--- src/rtl/mem_lat_ctrl_np.sv ---
// mem_lat_ctrl_np: N-port flop-array memory controller with per-port write/read latency pipelines
module mem_lat_ctrl_np #(
  parameter int NUM_PORTS = 2,
  parameter int D_W = 8,
  parameter int A_W = 3,
  parameter int W_LAT [NUM_PORTS] = '{5, 5},
  parameter int R_LAT [NUM_PORTS] = '{6, 6}
) (
  input  logic                     clk,
  input  logic                     rst,
  input  logic [NUM_PORTS-1:0]     en,
  input  logic [NUM_PORTS-1:0]     we,
  input  logic [NUM_PORTS*A_W-1:0] addr,
  input  logic [NUM_PORTS*D_W-1:0] wdata,
  output logic [NUM_PORTS*D_W-1:0] rdata,
  output logic [NUM_PORTS-1:0]     rvalid,
  output logic [NUM_PORTS-1:0]     wack,
  output logic [NUM_PORTS-1:0]     coll
);
  localparam int DEPTH = 2 ** A_W;
  logic [D_W-1:0] mem [DEPTH];
  logic [NUM_PORTS-1:0] cv;
  logic [NUM_PORTS-1:0] lose;
  logic [A_W-1:0] ca [NUM_PORTS];
  logic [D_W-1:0] cd [NUM_PORTS];
  for (genvar p = 0; p < NUM_PORTS; p++) begin : g_port
    if (W_LAT[p] < 1 || R_LAT[p] < 1) begin : g_bad
      $error("mem_lat_ctrl_np: latencies must be >= 1");
    end
    localparam int WL = W_LAT[p];
    localparam int RL = R_LAT[p];
    logic [WL-1:0] wv;
    logic [A_W-1:0] wa [WL];
    logic [D_W-1:0] wd [WL];
    logic [RL-1:0] rv;
    logic [D_W-1:0] rd [RL];
    logic [D_W-1:0] rdata_q;
    logic rvalid_q;
    always_ff @(posedge clk) begin
      if (rst) begin
        wv <= '0;
        rv <= '0;
        rvalid_q <= 1'b0;
        rdata_q <= '0;
      end else begin
        wv[0] <= en[p] && !we[p];
        rv[0] <= en[p] && we[p];
        for (int i = 1; i < WL; i++) wv[i] <= wv[i-1];
        for (int i = 1; i < RL; i++) rv[i] <= rv[i-1];
        rvalid_q <= rv[RL-1];
        rdata_q <= rv[RL-1] ? rd[RL-1] : rdata_q;
      end
    end
    // payload stages need no reset; only the valid bits gate any effect
    always_ff @(posedge clk) begin
      wa[0] <= addr[p*A_W +: A_W];
      wd[0] <= wdata[p*D_W +: D_W];
      rd[0] <= mem[addr[p*A_W +: A_W]];
      for (int i = 1; i < WL; i++) begin
        wa[i] <= wa[i-1];
        wd[i] <= wd[i-1];
      end
      for (int i = 1; i < RL; i++) rd[i] <= rd[i-1];
    end
    assign cv[p] = wv[WL-1];
    assign ca[p] = wa[WL-1];
    assign cd[p] = wd[WL-1];
    assign rvalid[p] = rvalid_q;
    assign rdata[p*D_W +: D_W] = rdata_q;
  end
  // a commit loses if any lower-indexed port commits to the same address on this edge
  always_comb begin
    lose = '0;
    for (int p = 1; p < NUM_PORTS; p++)
      for (int q = 0; q < p; q++)
        if (cv[p] && cv[q] && ca[p] == ca[q]) lose[p] = 1'b1;
  end
  always_ff @(posedge clk) begin
    if (rst) begin
      for (int i = 0; i < DEPTH; i++) mem[i] <= '0;
      wack <= '0;
      coll <= '0;
    end else begin
      for (int p = NUM_PORTS - 1; p >= 0; p--)
        if (cv[p]) mem[ca[p]] <= cd[p];
      wack <= cv;
      coll <= lose;
    end
  end
endmodule

--- config.mk ---
export PLATFORM = sky130hd
export DESIGN_NAME = mem_lat_ctrl_np
export DESIGN_NICKNAME = d
export VERILOG_FILES = /design/src/rtl/mem_lat_ctrl_np.sv
export SDC_FILE = /design/constraint.sdc
export NUM_CORES = 1
export LEC_CHECK = 0
export ABC_CLOCK_PERIOD_IN_PS = 6530
export BUFFER_PORTS_ARGS = -buffer_cell sky130_fd_sc_hd__clkbuf_2
export CAP_MARGIN = 20
export CORE_ASPECT_RATIO = 0.5
export CORE_UTILIZATION = 40
export DETAILED_ROUTE_END_ITERATION = 16
export HOLD_SLACK_MARGIN = 0.08
export PLACE_DENSITY = 0.57
export RECOVER_POWER = 25
export REMOVE_ABC_BUFFERS = 1
export SLEW_MARGIN = 20
export SYNTH_ARGS = -nofsm -noshare
export SYNTH_HDL_FRONTEND = slang
export SYNTH_SLANG_ARGS = --single-unit
export TNS_END_PERCENT = 20
--- constraint.sdc ---
create_clock -name clk -period 6.53 [get_ports clk]
set_input_delay 1.306 -clock clk [delete_from_list [all_inputs] [get_ports clk]]
set_output_delay 1.306 -clock clk [all_outputs]
set_load 0.02 [all_outputs]
[After elaboration in Yosys (flattened, before gate mapping)]
Memories as Yosys holds them, arrays and structs flattened. A register that Yosys moved wholly into a read port is not among the register bits.
Cells that the tools add are included.
Storage, ports and cells
  register bits: 28
  memory bits (writable): 270
  output and inout port bits: 22
  word-level logic and storage cells: 42
  memories kept: 7
Operators by class
  eq/ne operators: 1
  multiplexer cells: 15
  reductions and logical operators: 10
Memories
  mem: depth 8, width 8, read ports 2, clocked after Yosys merged registers in 0, write ports 8, line 21  | logic [D_W-1:0] mem [DEPTH];
  g_port[0].rd: depth 6, width 8, read ports 6, clocked after Yosys merged registers in 1, write ports 6, line 36  | logic [D_W-1:0] rd [RL];
  g_port[1].rd: depth 6, width 8, read ports 6, clocked after Yosys merged registers in 1, write ports 6, line 36
  g_port[0].wd: depth 5, width 8, read ports 5, clocked after Yosys merged registers in 0, write ports 5, line 34  | logic [D_W-1:0] wd [WL];
  g_port[1].wd: depth 5, width 8, read ports 5, clocked after Yosys merged registers in 0, write ports 5, line 34
  g_port[0].wa: depth 5, width 3, read ports 5, clocked after Yosys merged registers in 0, write ports 5, line 33  | logic [A_W-1:0] wa [WL];
  1 more memories
Operator list (count)
  $mux W8: 2
  $reduce_or A8 Y1: 2
  $mux W1: 11
  $logic_and A1 B1 Y1: 6
  $mux W3: 2
  $eq A3 B3 Y1: 1
  $logic_not A1 Y1: 2

[Longest topological paths before layout]
Gate-level depths: netlist (run 1).
  depth in word-level cells: 5
  depth in mapped cells: 6
  gate-level depth less buffers: 3

[Least setup slack after synthesis (run 1)]
Ideal clock, no wire load.
  kind: in2reg
  start: input port rst
  end: memory mem[0][0] (enable)
  library setup time: 376 ps
  data arrival time: 2450 ps
  data required time: 6154 ps
  setup slack: 3704 ps
  stages: 4
  cell sequence: or3b_4 > or3_1 > buf_6 > o211ai_1
RTL lines
  from (decl): line 10  | input logic rst,
  to (decl): line 21

==> results.tsv, run 1 <==
stage	metric	value	unit
cells_and_area	Syn-to-layout area delta	14.5	%
placement	Post-Place Cell Area	0.0102	mm^2
cells_and_area	area of the multi-input gates	0.00264	mm^2
power_and_ir_drop	sequential fraction of design power	55.3	%
cells_and_area	ANT cells	0	
floorplanning	Die Height	112	um
sta	Clock Skew	0.0107	ns
route	Avg WL per Cell	16.7	um
min_path	Worst Hold End	g_port[0].wd[0][36]$_DFF_P_	
sta	final worst-path cycle share	46.3	%
critical_path	crit path capture type	register	
global_routing	initial antenna violation count	0	
min_path	hold path depth	0	
route	DRC Markers	0	
floorplanning	io pins	50	
floorplanning	die extent in x	222	um
route	vias	4617	
power_and_ir_drop	Max VDD drop	119	uV
sta	Hold WS	0.323	ns
critical_path	reg2reg start	g_port[1].wv[4]$_SDFF_PP0_	
run	# Max-Cap Violations	0	
cells_and_area	final net count	704	
outcome	run status	finished, final reports clean	
yosys	Synth Cell Area	0.00970	mm^2
cts	postcts setup bufs	0	
yosys	register area share after synthesis	71.2	%
power_and_ir_drop	sw frac	21.1	%
critical_path	arrival time worst endpoint	3.20	ns
yosys	Syn Area/Cell	15.4	um^2
cts	CTS tree	built	
sta	Final Hold Viols	0	
sta	actual slew at the worst max-slew pin	1.05	ns
floorplanning	core area	0.0233	mm^2
global_routing	Congestion Overflow GR	0	
cts	Clock transition at path regs	0.07	ns
yosys	top cells by area, synth	dfxtp_1 (51%), edfxtp_1 (20%), mux2_2 (8.4%)	
route	drt via density	4.60	
min_path	Worst Hold Class	reg -> reg	
cells_and_area	Storage cell area	0.00691	mm^2
power_and_ir_drop	Static Leakage	0.00438	uW
yosys	Yosys warnings	0	
route	Initial DRC Count	310	
cells_and_area	fin cells	1004	
global_routing	largest net degree at the start of global routing	63	
critical_path	Worst R2R Setup Slack	4.04	ns
critical_path	Setup Crit Path Kind	in -> reg	
placement	placed cell count	954	
floorplanning	initial core utilization	41.6	%
cts	clock latency at the later pin of the worst-skew pair	0.55	ns
critical_path	R2R Path End	mem[7][1]$_DFFE_PP_	
sta	Worst slew margin	30.3	%
power_and_ir_drop	Combinational Power Share	2.5	%
yosys	Syn Inst Count	630	
sta	post-route setup slack	3.51	ns
cts	hold_buf cts	0	
yosys	number of synthesized flops with an enable pin	64	
sta	RSZ-0062 raised after global routing	no	
floorplanning	Core Rows	39	
placement	pre-CTS setup slack	2.92	ns
yosys	Yosys cell types	30	
yosys	flip-flop and latch count after synthesis	313	
cts	H-tree depth	1	
yosys	area share of the largest cell type after synthesis	51.4	%
yosys	FFs w/ async S/R, synth	0	%
critical_path	element type at the critical path start	primary input	
sta	# setup viols final	0	
route	DRT Wirelength	16800	um
global_routing	vias in the first global route	4680	
route	First-pass DRT Iterations	4	
sta	Slew Limit Fails	0	
yosys	ys flop type	dfxtp_1	
route	Post-DRT Antenna Nets	0	
sta	Total Neg Setup Slack	0	ns
power_and_ir_drop	internal power	3000	uW
min_path	HP Start	g_port[0].wd[0][28]$_DFF_P_	
critical_path	WP data required	6.71	ns
yosys	Synth area leader	dfxtp_1	
critical_path	worst-path maximum fanout	62	
cts	Clock Tree Root	clkbuf_16	
floorplanning	die area	0.0249	mm^2
placement	count of buffers from port buffering	48	
placement	global placement routability congestion	0.799	
global_routing	first-pass GRT wire length	27100	um
global_routing	GRT Overall Usage	14.0	%
sta	crit path time final	3.02	ns
cts	post-CTS resize count	0	
cells_and_area	# fillers	2013	
power_and_ir_drop	PwrDens	342	mW/mm^2
power_and_ir_drop	switching power total	803	uW
sta	Fmax	331	MHz
cells_and_area	layout cells sized above 1	32.0	%
power_and_ir_drop	clock network power share	42.2	%
cts	clk sink count	313	
cells_and_area	final instance area	0.0111	mm^2
cts	CTS Buf Count	27	
cts	clk buf depth	3	
placement	Final HPWL DP	11100	um
critical_path	Reg2Reg Depth	2	
-- how the worst max path moves through the flow --
stage                     startpoint             endpoint  slack (ns)  cells past startpoint
after detailed placement         rst  mem[0][7]$_DFFE_PP_        2.92                      5
after CTS                        rst  mem[0][5]$_DFFE_PP_        3.51                      5
final                            rst  mem[0][5]$_DFFE_PP_        3.51                      5
after floorplan                  rst  mem[0][0]$_DFFE_PP_        3.59                      3
after global routing             rst  mem[5][3]$_DFFE_PP_        3.40                      5
after global placement           rst  mem[0][7]$_DFFE_PP_        2.97                      5
-- worst max-delay path: stages --
cell and delay, ns:
clkbuf_2 0.08, buf_4 0.29, or3b_4 0.49, or3_1 0.55, o211ai_1 0.46
-- cells by family (layout without fill, tap and decap cells) --
kind of cell	after synthesis	after routing	synth area share, %
buf+inv	35	102	1.64
flops	313	313	71.2
compound gates	6	6	0.490
mux	128	128	18.7
xor+xnor	3	3	0.271
other cells	1	1	0.0386
simple gates	144	144	7.72
-- flip-flops by register name (all words and copies together), names as in the netlist --
register / count
g_port.rvalid_q: 2
g_port.wa: 30
wack: 2
g_port.wd: 80
mem: 64
g_port.wv: 10
coll: 1
g_port.rv: 12
g_port.rd: 96
g_port.rdata_q: 16
-- cell usage in the layout, fill, tap and decap left out, types with 4 or more instances in the layout --
cell type,count
clkbuf_16,29
clkbuf_2,48
clkbuf_8,5
dfxtp_1,249
edfxtp_1,64
mux2_2,72
mux2_4,8
mux2i_1,16
mux4_2,32
nand3b_1,13
nor2_1,82
nor2b_1,22
o211ai_1,4
or3_1,4
or3b_2,9
-- layout make-up --
cell class,count,share of cell area [%]
timing repair buffer,50,2.30
tap,307,3.46
inverter,2,0.0676
multi-input combinational,282,23.7
sequential,313,62.2
clock buffer,37,7.25
clock inverter,13,1.02
-- power groups by stage --
stage / logic (uW) / registers, uW / clock network [uW]
after floorplan: 52.5 / 2130 / 0
after detailed placement: 96.3 / 2150 / 0
after global placement: 96.5 / 2150 / 0
after CTS: 97.1 / 2110 / 1650
after global routing: 104 / 2120 / 1750
final: 95.7 / 2100 / 1600
-- synth_stat cells, types with 3 or more instances --
master    number
buf_4          3
or3b_2         9
mux2i_1       16
nor3b_1        3
buf_2          7
o211ai_1       4
mux2_4         8
clkbuf_1      19
buf_1          3
mux4_2        32
dfxtp_1      249
nand3b_1      13
or3_1          4
edfxtp_1      64
nor2_1        82
nor2b_1       22
mux2_2        72
-- routing by layer --
layer	global-route usage (%)	share of wire, %	vias up
met5	0	0	-
met4	3.15	1.7	0
li1	-	-	2298
met2	19.7	40	119
met3	4.42	6.2	27
met1	21.0	52	2173
-- stage by stage --
step	total power [uW]	utilization, %
6_report	3800	47.6
5_1_grt	3970	47.6
4_1_cts	3860	47.6
3_5_place_dp	2250	43.7
3_3_place_gp	2240	43.7
2_1_floorplan	2190	-
Power figures use the tool's default switching activity.
==> run 2, diff against run 1 <==
--- a/config.mk
+++ b/config.mk
@@ -5,7 +5,7 @@
 export SDC_FILE = /design/constraint.sdc
 export NUM_CORES = 1
 export LEC_CHECK = 0
-export ABC_CLOCK_PERIOD_IN_PS = 6530
+export ABC_CLOCK_PERIOD_IN_PS = 2800
 export BUFFER_PORTS_ARGS = -buffer_cell sky130_fd_sc_hd__clkbuf_2
 export CAP_MARGIN = 20
 export CORE_ASPECT_RATIO = 0.5
==> constraint.sdc (replaced) <==
create_clock -name clk -period 2.8 [get_ports clk]
set_input_delay 0.56 -clock clk [delete_from_list [all_inputs] [get_ports clk]]
set_output_delay 0.56 -clock clk [all_outputs]
set_load 0.02 [all_outputs]
==> run 2 against run 1 <==
Against the previous run:
- sequential share of layout area decreased by 0.86 points
- global-route usage barely moved
- non-clock buffer count increased by 11
- sequential power grew 130%
- critical endpoint is now mem[1][0]$_DFFE_PP_
- largest power group unchanged
==> results.tsv, run 2 (synthesis results as in run 1) <==
stage	metric	value	unit	change
outcome	run status	finished, final reports clean		unchanged
critical_path	WP data required	2.96	ns	was 6.71 ns
cts	CTS tree	built		unchanged
critical_path	Crit path largest cell delay	0.73	ns	was 0.55 ns
floorplanning	Core Rows	39		unchanged
cts	Clock transition at path regs	0.07	ns	about the same
power_and_ir_drop	clock network power share	43.8	%	was 42.2%
route	Avg WL per Cell	16.9	um	was 16.7 um
cts	postcts setup bufs	0		unchanged
floorplanning	initial core utilization	41.6	%	unchanged
critical_path	element type at the critical path start	register		was primary input
cells_and_area	# fillers	2006		was 2,013
global_routing	first-pass GRT wire length	26600	um	was 27,100 um
placement	count of buffers from port buffering	48		unchanged
power_and_ir_drop	Combinational Power Share	2.5	%	about the same
sta	Total Neg Setup Slack	0	ns	unchanged
placement	Final HPWL DP	11800	um	was 11,100 um
cells_and_area	commonest cells after routing, fill and taps aside	dfxtp_1 (249), nor2_1 (82), mux2_2 (72), edfxtp_1 (64), clkbuf_2 (47)		was dfxtp_1 (249), nor2_1 (82), mux2_2 (72), edfxtp_1 (64), clkbuf_2 (48)
route	vias	4683		was 4,617
critical_path	CP max stage cell	o211ai_1		was or3_1
cells_and_area	Top Registers	g_port.rd (96), g_port.wd (80), mem (64)		unchanged
route	DRT Wirelength	17100	um	was 16,800 um
cts	clock latency at the later pin of the worst-skew pair	0.54	ns	was 0.55 ns
route	First-pass DRT Iterations	5		was 4
cts	CTS Buf Count	27		unchanged
sta	# setup viols final	0		unchanged
global_routing	vias in the first global route	4591		was 4,680
placement	global placement routability congestion	0.845		was 0.799
floorplanning	Die Height	112	um	unchanged
floorplanning	io pins	50		unchanged
sta	Worst slew margin	35.3	%	was 30.3%
cts	Clock Tree Root	clkbuf_16		unchanged
power_and_ir_drop	Max VDD drop	355	uV	was 119 uV
critical_path	critical-path cell list	or3b_2 > o211ai_1		was clkbuf_2 > buf_4 > or3b_4 > or3_1 > o211ai_1
critical_path	worst-path maximum fanout	18		was 62
critical_path	Worst setup startpoint	g_port[1].wv[4]$_SDFF_PP0_		was rst
route	Initial DRC Count	279		was 310
cells_and_area	final net count	715		was 704
sta	RSZ-0062 raised after global routing	no		unchanged
cells_and_area	max reg flops	96		unchanged
route	drt via density	4.62		was 4.60
critical_path	delay-heaviest family, CP	compound AO/OA/AOI/OAI gates		was simple AND/OR/NAND/NOR gates
power_and_ir_drop	sequential fraction of design power	53.7	%	was 55.3%
critical_path	Setup Crit Path Kind	reg -> reg		was in -> reg
sta	Slew Limit Fails	0		unchanged
global_routing	Congestion Overflow GR	0		unchanged
run	# Max-Cap Violations	0		unchanged
cells_and_area	commonest non-fill, non-tap cell in the layout	dfxtp_1		unchanged
critical_path	arrival time worst endpoint	2.32	ns	was 3.20 ns
cts	clk buf depth	3		unchanged
power_and_ir_drop	Static Leakage	0.00445	uW	was 0.00438 uW
cells_and_area	Largest Register	g_port.rd		unchanged
critical_path	reg2reg start	g_port[1].wv[4]$_SDFF_PP0_		unchanged
critical_path	crit path capture type	register		unchanged
critical_path	worst path buffer plus inverter count	0		was 2
cts	H-tree depth	1		unchanged
power_and_ir_drop	switching power total	1850	uW	was 803 uW
min_path	Worst Hold Class	in -> reg		was reg -> reg
placement	placed cell count	965		was 954
global_routing	GRT Overall Usage	14.0	%	about the same
power_and_ir_drop	sw frac	20.2	%	was 21.1%
sta	Fmax	462	MHz	
route	DRC Markers	0		unchanged
route	Post-DRT Antenna Nets	0		unchanged
sta	Final Hold Viols	0		unchanged
floorplanning	die area	0.0249	mm^2	unchanged
floorplanning	core area	0.0233	mm^2	unchanged
power_and_ir_drop	PwrDens	811	mW/mm^2	was 342 mW/mm^2
cells_and_area	ANT cells	0		unchanged
sta	final worst-path cycle share	77.3	%	
floorplanning	die extent in x	222	um	unchanged
sta	crit path time final	2.16	ns	
cells_and_area	Syn-to-layout area delta	16.1	%	was 14.5%
sta	Clock Skew	0.0244	ns	was 0.0107 ns
cts	post-CTS resize count	0		unchanged
global_routing	largest net degree at the start of global routing	43		was 63
sta	actual slew at the worst max-slew pin	0.967	ns	was 1.05 ns
cells_and_area	fin cells	1014		was 1,004
min_path	HP Start	wdata[9]		was g_port[0].wd[0][28]$_DFF_P_
cells_and_area	layout cells sized above 1	33.1	%	was 32.0%
power_and_ir_drop	internal power	7290	uW	was 3000 uW
global_routing	initial antenna violation count	0		unchanged
cts	clk sink count	313		unchanged
cts	hold_buf cts	0		unchanged
==> run 2: power groups by stage <==
stage | logic (uW) | registers, uW | clock network [uW]
5_1_grt | 247 | 4930 | 4290
3_5_place_dp | 230 | 5010 | 0
6_report | 228 | 4910 | 4000
3_3_place_gp | 229 | 5010 | 0
4_1_cts | 231 | 4910 | 4110
2_1_floorplan | 122 | 4980 | 0
==> run 2: final timing paths <==
kind	cells after the start	slack (ns)	end
setup / recovery	2	0.64	mem[1][0]$_DFFE_PP_
hold / removal	1	0.11	g_port[1].wd[0][1]$_DFF_P_
setup reg to reg	2	0.64	mem[1][0]$_DFFE_PP_
hold reg to reg	0	0.32	g_port[0].wa[0][5]$_DFF_P_
==> run 2: routing by layer <==
layer	global-route usage [%]	vias up	wire length, um	part of all wire, %
li1	-	2316	-	-
met1	21.0	2200	8800	51
met2	19.9	141	6840	40
met3	3.61	26	1170	6.8
met4	3.75	0	329	1.9
met5	0	-	0	0
==> run 2: metrics by stage <==
| step | total power (uW) | utilization (%) | setup WS (ns) | area (um^2) | hold slack, ns |
|---|---|---|---|---|---|
| 2_1_floorplan | 5100 | - | 0.604 | 9550 | 0.310 |
| 6_report | 9140 | 48.3 | 0.636 | 11300 | 0.112 |
| 4_1_cts | 9250 | 48.3 | 0.573 | 11300 | 0.0925 |
| 3_3_place_gp | 5240 | 44.1 | 0.414 | 10300 | 0.309 |
| 5_1_grt | 9470 | 48.3 | 0.449 | 11300 | 0.0925 |
| 3_5_place_dp | 5240 | 44.1 | 0.381 | 10300 | 0.312 |
==> run 2: final cells by class <==
class	count	area [um^2]	share of cell area [%]
Timing Repair Buffer	61	349	3.10
Inverter	2	7.51	0.0666
Multi-Input combinational cell	282	2640	23.4
Clock buffer	33	771	6.84
Sequential cell	313	6910	61.3
Tap cell	307	384	3.41
Clock inverter	16	210	1.87
==> run 3, diff against run 2 <==
--- a/config.mk
+++ b/config.mk
@@ -5,7 +5,7 @@
 export SDC_FILE = /design/constraint.sdc
 export NUM_CORES = 1
 export LEC_CHECK = 0
-export ABC_CLOCK_PERIOD_IN_PS = 2800
+export ABC_CLOCK_PERIOD_IN_PS = 2070
 export BUFFER_PORTS_ARGS = -buffer_cell sky130_fd_sc_hd__clkbuf_2
 export CAP_MARGIN = 20
 export CORE_ASPECT_RATIO = 0.5
==> constraint.sdc (replaced) <==
create_clock -name clk -period 2.07 [get_ports clk]
set_input_delay 0.414 -clock clk [delete_from_list [all_inputs] [get_ports clk]]
set_output_delay 0.414 -clock clk [all_outputs]
set_load 0.02 [all_outputs]
==> run 3 against run 2 <==
Against the previous run:
- wire length decreased by 2.5%
- critical endpoint is now mem[0][0]$_DFFE_PP_
- fmax grew 15%
- sequential power increased by 35%
- non-clock buffer count is 39 higher
- via count grew 3.1%
- worst hold slack gained 0.032 ns
==> results.tsv, run 3 (synthesis results as in run 1) <==
stage	metric	value	unit	change
sta	# setup viols final	0		unchanged
placement	global placement routability congestion	0.771		was 0.845
run	# Max-Cap Violations	0		unchanged
route	DRT Wirelength	16700	um	was 17,100 um
placement	count of buffers from port buffering	48		unchanged
global_routing	first-pass GRT wire length	27000	um	was 26,600 um
power_and_ir_drop	Max VDD drop	408	uV	was 355 uV
critical_path	WP data required	2.36	ns	was 2.96 ns
cts	clk sink count	313		unchanged
critical_path	reg2reg start	g_port[0].wv[4]$_SDFF_PP0_		was g_port[1].wv[4]$_SDFF_PP0_
critical_path	Crit path largest cell delay	0.40	ns	was 0.73 ns
sta	Total Neg Setup Slack	0	ns	unchanged
global_routing	initial antenna violation count	0		unchanged
critical_path	Reg2Reg Depth	4		was 2
critical_path	critical-path cell list	or3b_4 > or3_1 > buf_12 > mux2_4		was or3b_2 > o211ai_1
placement	placed cell count	986		was 965
global_routing	Congestion Overflow GR	0		unchanged
floorplanning	die area	0.0249	mm^2	unchanged
floorplanning	io pins	50		unchanged
cells_and_area	ANT cells	0		unchanged
cts	clock latency at the later pin of the worst-skew pair	0.54	ns	about the same
sta	Clock Skew	0.0125	ns	was 0.0244 ns
sta	actual slew at the worst max-slew pin	1.13	ns	was 0.967 ns
cts	clk buf depth	3		unchanged
cells_and_area	layout cells sized above 1	32.8	%	was 33.1%
cts	post-CTS resize count	0		unchanged
outcome	run status	finished, final reports clean		unchanged
floorplanning	initial core utilization	41.6	%	unchanged
cells_and_area	final net count	753		was 715
critical_path	Worst setup startpoint	g_port[0].wv[4]$_SDFF_PP0_		was g_port[1].wv[4]$_SDFF_PP0_
power_and_ir_drop	Pwr Total	11700	uW	was 9140 uW
global_routing	vias in the first global route	4775		was 4,591
route	vias	4829		was 4,683
cts	CTS Buf Count	26		was 27
cells_and_area	max reg flops	96		unchanged
cells_and_area	Syn-to-layout area delta	19.1	%	was 16.1%
cells_and_area	commonest non-fill, non-tap cell in the layout	dfxtp_1		unchanged
global_routing	GRT Overall Usage	14.0	%	about the same
sta	Final Hold Viols	0		unchanged
critical_path	arrival time worst endpoint	2.17	ns	was 2.32 ns
floorplanning	core area	0.0233	mm^2	unchanged
power_and_ir_drop	Static Leakage	0.00459	uW	was 0.00445 uW
sta	RSZ-0062 raised after global routing	no		unchanged
critical_path	Setup Crit Path Kind	reg -> reg		unchanged
cells_and_area	commonest cells after routing, fill and taps aside	dfxtp_1 (249), nor2_1 (82), mux2_2 (72), edfxtp_1 (64), clkbuf_2 (45)		was dfxtp_1 (249), nor2_1 (82), mux2_2 (72), edfxtp_1 (64), clkbuf_2 (47)
critical_path	crit path capture type	register		unchanged
route	Avg WL per Cell	15.9	um	was 16.9 um
power_and_ir_drop	PwrDens	1010	mW/mm^2	was 811 mW/mm^2
sta	final worst-path cycle share	91.1	%	was 77.3%
placement	Final HPWL DP	11400	um	was 11,800 um
sta	Worst slew margin	24.4	%	was 35.3%
floorplanning	die extent in x	222	um	unchanged
min_path	Worst Hold Class	in -> reg		unchanged
cells_and_area	Largest Register	g_port.rd		unchanged
sta	Hold WS	0.144	ns	was 0.112 ns
critical_path	Worst R2R Setup Slack	0.18	ns	was 0.64 ns
route	Initial DRC Count	281		was 279
cts	H-tree depth	1		unchanged
route	First-pass DRT Iterations	4		was 5
cts	Clock transition at path regs	0.07	ns	about the same
global_routing	largest net degree at the start of global routing	44		was 43
cts	Clock Tree Root	clkbuf_16		unchanged
sta	Fmax	530	MHz	was 462 MHz
critical_path	element type at the critical path start	register		unchanged
floorplanning	Core Rows	39		unchanged
cells_and_area	fin cells	1051		was 1,014
cells_and_area	Top Registers	g_port.rd (96), g_port.wd (80), mem (64)		unchanged
critical_path	CP max stage cell	or3b_4		was o211ai_1
floorplanning	Die Height	112	um	unchanged
route	Post-DRT Antenna Nets	0		unchanged
critical_path	crit path capture	mem[0][0]$_DFFE_PP_		was mem[1][0]$_DFFE_PP_
cts	CTS tree	built		unchanged
route	drt via density	4.59		was 4.62
critical_path	R2R Path End	mem[0][0]$_DFFE_PP_		was mem[1][0]$_DFFE_PP_
route	DRC Markers	0		unchanged
critical_path	worst-path maximum fanout	8		was 18
sta	crit path time final	1.89	ns	was 2.16 ns
sta	Slew Limit Fails	0		unchanged
[run 3: cell count changes in the layout (fill, tap and decap cells not counted), moves of 4 or more]
| cell | change |
|---|---|
| dlygate4sd3_1 | +18 |
| bufinv_16 | -4 |
| clkbuf_1 | +7 |
| buf_4 | +11 |
| buf_12 | +9 |
[run 3: worst min-delay path by stage]
stage	cells past startpoint	startpoint	slack, ns	end
finish	2	en[1]	0.14	g_port[1].wv[0]$_SDFF_PP0_
global route	2	en[1]	0.11	g_port[1].wv[0]$_SDFF_PP0_
CTS	2	en[1]	0.12	g_port[1].wv[0]$_SDFF_PP0_
detailed placement	0	g_port[1].wa[0][10]$_DFF_P_	0.31	g_port[1].wa[0][13]$_DFF_P_
global placement	0	g_port[1].wa[0][6]$_DFF_P_	0.31	g_port[1].wa[0][9]$_DFF_P_
floorplan	0	g_port[0].rd[0][0]$_DFF_P_	0.31	g_port[0].rd[1][0]$_DFF_P_
[run 3: critical path: cells and delay by family, from the launching register on]
family                 cells  cell delay (ns)
and+or+nand+nor            2             0.79
DFF                        1             0.38
muxes                      1             0.29
buffers and inverters      1             0.18
[run 3: cell type report]
type | count | area, um^2
fillers | 1997 | 11800
flip-flops and latches | 313 | 6910
repair buffers | 100 | 793
multi-input cells | 282 | 2640
clock inverters | 11 | 70.1
clock buffers | 36 | 761
inverters | 2 | 7.51
well taps | 307 | 384
[run 3: metal layers]
layer	part of all wire (%)	vias up	track usage [%]	routed length [um]
met5	0	-	0	0
met4	1.7	0	3.52	285
met3	6.3	22	3.40	1050
met2	41	111	20.5	6900
met1	51	2306	20.7	8470
li1	-	2390	-	-
[run 3: where the power goes]
| part | leakage, uW | total (uW) | internal [uW] | switching [uW] |
|---|---|---|---|---|
| Clock | 0.000412 | 4690 | 2590 | 2110 |
| Sequential | 0.00276 | 6640 | 6530 | 108 |
| Combinational | 0.00141 | 371 | 199 | 172 |
[run 3: timing repair]
item                      in CTS  in global routing
hold endpoints to repair      18                  0
setup buffers                  0                  0
hold buffers                  18                  0
[run 3: metrics by stage]
stage               utilization, %  worst slack (ns)  cell area [um^2]
finish                        49.6             0.184             11600
floorplan                        -            0.0198              9550
detailed placement            45.3            0.0219             10600
global placement              45.3            0.0408             10600
CTS                           49.6             0.191             11600
global route                  49.6             0.143             11600
